`src/rtl/regs_pkg.sv`:
```
// regs_32x32 shared definitions: default sizes, dump states, last index.
// Imported by the register file top and its dump sequencer.
package regs_pkg;

  localparam int WIDTH_D  = 32;
  localparam int NREGS_D  = 32;
  localparam int AW_D     = 5;
  localparam int LAST_IDX = NREGS_D - 1;

  typedef enum logic [1:0] {
    IDLE = 2'd0,
    READ = 2'd1,
    HOLD = 2'd2
  } dump_state_t;

endpackage

```
`src/rtl/regs_dump_fsm.sv`:
```
// Dump sequencer: walks idx 0..LAST, one READ + one HOLD per element.
// Ports: start/ready in; busy/valid/idx out; rd_addr/cap to storage.
module regs_dump_fsm
  import regs_pkg::*;
#(
  parameter int AW   = AW_D,
  parameter int LAST = LAST_IDX
) (
  input  logic          clk,
  input  logic          clear_n,
  input  logic          start,
  input  logic          ready,
  output logic          busy,
  output logic          valid,
  output logic [AW-1:0] idx,
  output logic [AW-1:0] rd_addr,
  output logic          cap
);

  localparam logic [AW-1:0] LAST_A = AW'(LAST);

  dump_state_t   state;
  dump_state_t   state_nxt;
  logic [AW-1:0] idx_nxt;

  always_ff @(posedge clk) begin
    if (!clear_n) begin
      state <= IDLE;
      idx   <= '0;
    end else begin
      state <= state_nxt;
      idx   <= idx_nxt;
    end
  end

  always_comb begin
    state_nxt = state;
    idx_nxt   = idx;
    unique case (state)
      IDLE: begin
        if (start) begin
          state_nxt = READ;
          idx_nxt   = '0;
        end
      end
      READ: state_nxt = HOLD;
      HOLD: begin
        if (ready) begin
          if (idx == LAST_A) begin
            state_nxt = IDLE;
          end else begin
            state_nxt = READ;
            idx_nxt   = idx + 1'b1;
          end
        end
      end
      default: state_nxt = IDLE;
    endcase
  end

  assign busy    = (state != IDLE);
  assign valid   = (state == HOLD);
  assign cap     = (state == READ);
  assign rd_addr = idx;

endmodule

```
`src/rtl/regs_32x32.sv`:
```
// 32x32 register file: two registered read ports plus a dump port.
// Ports: we/waddr/wdata write; ra_*/rb_* reads; dump_* valid/ready stream.
module regs_32x32
  import regs_pkg::*;
#(
  parameter int WIDTH = WIDTH_D,
  parameter int NREGS = NREGS_D,
  parameter int AW    = AW_D
) (
  input  logic             clk,
  input  logic             clear_n,
  input  logic             we,
  input  logic [AW-1:0]    waddr,
  input  logic [WIDTH-1:0] wdata,
  input  logic [AW-1:0]    ra_addr,
  output logic [WIDTH-1:0] ra_data,
  input  logic [AW-1:0]    rb_addr,
  output logic [WIDTH-1:0] rb_data,
  input  logic             dump_start,
  output logic             dump_busy,
  output logic             dump_valid,
  input  logic             dump_ready,
  output logic [AW-1:0]    dump_idx,
  output logic [WIDTH-1:0] dump_data
);

  logic [WIDTH-1:0] mem [NREGS];
  logic [AW-1:0]    d_addr;
  logic             d_cap;

  // Write-first: a same-cycle write to the read address wins.
  function automatic logic [WIDTH-1:0] rd(input logic [AW-1:0] a);
    if (a == '0) return '0;
    if (we && waddr == a) return wdata;
    return mem[a];
  endfunction

  regs_dump_fsm #(
    .AW   (AW),
    .LAST (NREGS - 1)
  ) u_fsm (
    .clk     (clk),
    .clear_n (clear_n),
    .start   (dump_start),
    .ready   (dump_ready),
    .busy    (dump_busy),
    .valid   (dump_valid),
    .idx     (dump_idx),
    .rd_addr (d_addr),
    .cap     (d_cap)
  );

  always_ff @(posedge clk) begin
    if (!clear_n) begin
      mem       <= '{default: '0};
      ra_data   <= '0;
      rb_data   <= '0;
      dump_data <= '0;
    end else begin
      if (we && waddr != '0) mem[waddr] <= wdata;
      ra_data <= rd(ra_addr);
      rb_data <= rd(rb_addr);
      // Captured once per element, so HOLD-time writes leave it intact.
      if (d_cap) dump_data <= rd(d_addr);
    end
  end

endmodule

```
`config.mk`:
```
export PLATFORM = sky130hd
export DESIGN_NAME = regs_32x32
export DESIGN_NICKNAME = d
export VERILOG_FILES = /design/src/rtl/regs_pkg.sv /design/src/rtl/regs_dump_fsm.sv /design/src/rtl/regs_32x32.sv
export SDC_FILE = /design/constraint.sdc
export NUM_CORES = 2
export LEC_CHECK = 0
export CAP_MARGIN = 40
export CORE_MARGIN = 5
export CORE_UTILIZATION = 40
export CTS_BUF_LIST = sky130_fd_sc_hd__clkbuf_16
export DETAILED_ROUTE_END_ITERATION = 7
export MAX_ROUTING_LAYER = met4
export SYNTH_ARGS = -nofsm -noshare
export SYNTH_HDL_FRONTEND = slang
export SYNTH_HIERARCHICAL = 1
export SYNTH_SLANG_ARGS = --single-unit
export TNS_END_PERCENT = 10
```
`constraint.sdc`:
```
create_clock -name clk -period 5.1 [get_ports clk]
set_input_delay 1.02 -clock clk [delete_from_list [all_inputs] [get_ports clk]]
set_output_delay 1.02 -clock clk [all_outputs]
set_load 0.01 [all_outputs]
```
==> results.yml <==
clock_tree:
  ctsHoldBuffers: 0
  clk_latency_ns: 0.80
  cts-root-buf: "clkbuf_16"
  cts.repair.resized: 0
  cts_tree: "yes"
  htree_num_levels: 4
  clock-sinks: 1127
  post_cts.repair.setup_buffers: 0
  cts_buffers: 134
  clk_pin_slew_ns: 0.05
  cts_max_path_buffers: 3
min_path:
  hp-start: "mem[891]"
  min_path_cells: 2
  hold_path.class: "register to register"
  holdPathEnd: "mem[891]"
yosys:
  synth.avg_cell_area_um2: 9.79
  yosys.area.top_type: "dfxtp_1"
  synth_commonest_cells: "2,058 x nand2_1, 1,127 x dfxtp_1, 706 x mux4_2, 689 x a21boi_0, 523 x clkbuf_1"
  synth_top_flop_cell: "dfxtp_1"
  syn_inst: 6787
  netlist_area_mm2: 0.0664
  synth_edf_count: 0
  synth_nets: 6841
  ys_seq_area_frac: 0.340
  ys_async_sr_fraction: 0
  ys_types: 60
  synth_most_common_cell: "nand2_1"
  netlist.area_leader.share: 0.340
  yosys-top-cells-area: "dfxtp_1 34%, mux4_2 24%, nand2_1 12%"
  synth.ff_latch_count: 1127
  yosysWarningCount: 6
floorplan:
  io_pins: 155
  die_h_um: 418
  start_util: 0.403
  die_x_um: 418
  die_area_mm2: 0.174
  std_cell_rows: 149
  core_area_mm2: 0.165
timing:
  fmax_mhz: 291
  fin_worst_skew_ns: 0.0291
  rsz0062_at_grt: "false"
  period_needed_ns: 3.44
  setup_viol: 0
  final.setup.tns_ns: 0
  maxSlewHeadroom: 0.329
  slew_viol_final: 0
  hold_viol_final: 0
  tightest_slew_ns: 1.00
  fin_ws_ns: 1.66
  finalCritPeriodShare: 0.674
  whs_ns: 0.481
placed_design:
  port_buffers: 154
  gp_congestion: 0.970
  place_ws_ns: 1.02
  dp_cells: 8646
  dp_hpwl_um: 172000
routing:
  avgViaCountPerCell: 6.42
  drt_first_pass_iters: 6
  wire_per_inst_um: 30.5
  drtAntennaViolNets: 0
  wirelength_um: 271000
  drtIter0Drc: 8490
  drc: 0
  num_vias: 57100
setup_path:
  worstPathArrival_ns: 2.42
  regToRegSetupSlack_ns: 2.13
  cpPeakStageDelay_ns: 0.94
  required_ns: 4.08
  reg2reg_depth: 5
  critPathCaptureType: "output port"
  worst_path_max_delay_cell: "dfxtp_4"
  critPathLaunchType: "register"
  crit_family: "flip-flops"
  worstPathBufferInverterCount: 1
  r2r_end: "dump_data[29]"
  worstSetupPathType: "register to output port"
  crit_chain: "clkdlybuf4s50_1"
  worstReg2RegStart: "u_fsm/idx[2]"
  cp_max_fo: 40
run:
  cap_violations: 0
final_layout:
  fin_nets: 6647
  drive_gt1_frac: 0.192
  synthToLayoutAreaGrowth_pct: 12.5
  final_cells: 8889
global_routing:
  grt.overflow.total: 0
  grt_antenna_before_repair: 10
  grt.total_usage: 0.312
  grt_pass1_vias: 54400
  grt_max_degree: 176
  grt_pass1_wl_um: 392000
power:
  powerDensity_mw_per_mm2: 272
  p_leak_nw: 24.1
  peakVddDrop_mv: 0.329
status:
  status: "complete, no violations"
[worst register-to-register path, delay by kind of cell, from the launching register on]
family	cells	cell delay, ns
flops	1	0.94
simple gates	2	0.20
mux	2	1.16
buf+inv	1	0.55
[cells by family after synthesis]
family,synth area share
muxes,0.302
DFF,0.340
xor gates and xnor gates,0.00198
and+or+nand+nor,0.140
AOI/OAI and AO/OA,0.164
buffers and inverters,0.0519
adders and majority gates,0.000377
[registers in the layout, summed over array words and instances, names as in the netlist]
register / flops
dump_data: 32
mem: 1024
ra_data: 32
rb_data: 32
u_fsm/idx: 5
u_fsm/state: 2
[through the flow]
step | power, mW | util | instance area, um2
2_1_floorplan | 10.4 | - | 66400
3_3_place_gp | 11.1 | 0.424 | 70000
3_5_place_dp | 11.2 | 0.428 | 70600
4_1_cts | 20.3 | 0.453 | 74700
5_1_grt | 20.8 | 0.453 | 74700
6_report | 20.3 | 0.453 | 74700
[area by class of cell]
| class | instances | area, um2 |
|---|---|---|
| repair buffers | 415 | 4410 |
| flip-flops and latches | 1127 | 22600 |
| fillers | 15400 | 90200 |
| clock inverters | 95 | 627 |
| clock buffers | 139 | 3480 |
| diodes | 9 | 22.5 |
| inverters | 8 | 30.0 |
| well taps | 2189 | 2740 |
| multi-input cells | 4907 | 40900 |
[layout by cell type (no fill, tap or decap), types with 26 or more instances in the layout]
master	count
nand2_1	2027
dfxtp_1	1123
mux4_2	706
a21boi_0	689
mux2i_1	378
a21boi_1	303
buf_4	193
clkdlybuf4s50_1	145
clkbuf_16	139
a221oi_1	129
a22oi_1	94
nor2_1	67
nand2b_1	66
buf_12	48
nand3_1	40
o211ai_1	40
o2111a_1	40
and2_1	34
mux2_2	34
nand2_2	31
nor2_4	30
inv_1	27
clkinv_1	27
a21oi_1	26
[how the worst max path moves through the flow]
stage	startpoint	cells past startpoint	slack, ns	endpoint
after global placement	waddr[3]	7	1.02	mem[674]
after detailed placement	waddr[3]	7	1.02	mem[737]
after CTS	u_fsm/idx[2]	1	1.65	dump_idx[2]
after floorplan	rb_addr[0]	7	2.36	rb_data[26]
final	u_fsm/idx[2]	1	1.66	dump_idx[2]
after global routing	u_fsm/idx[2]	1	1.64	dump_idx[2]
[routing by layer]
metal,GRT usage,wire length [um]
met1,0.395,103000
met2,0.452,118000
met3,0.0815,31900
met4,0.178,18700
met5,-,0
[power breakdown]
group | switching [mW] | leakage, nW | internal [mW]
Clock | 4.09 | 2.10 | 5.18
Combinational | 1.30 | 12.9 | 0.751
Sequential | 0.110 | 9.10 | 8.89
Power figures use the tool's default switching activity.
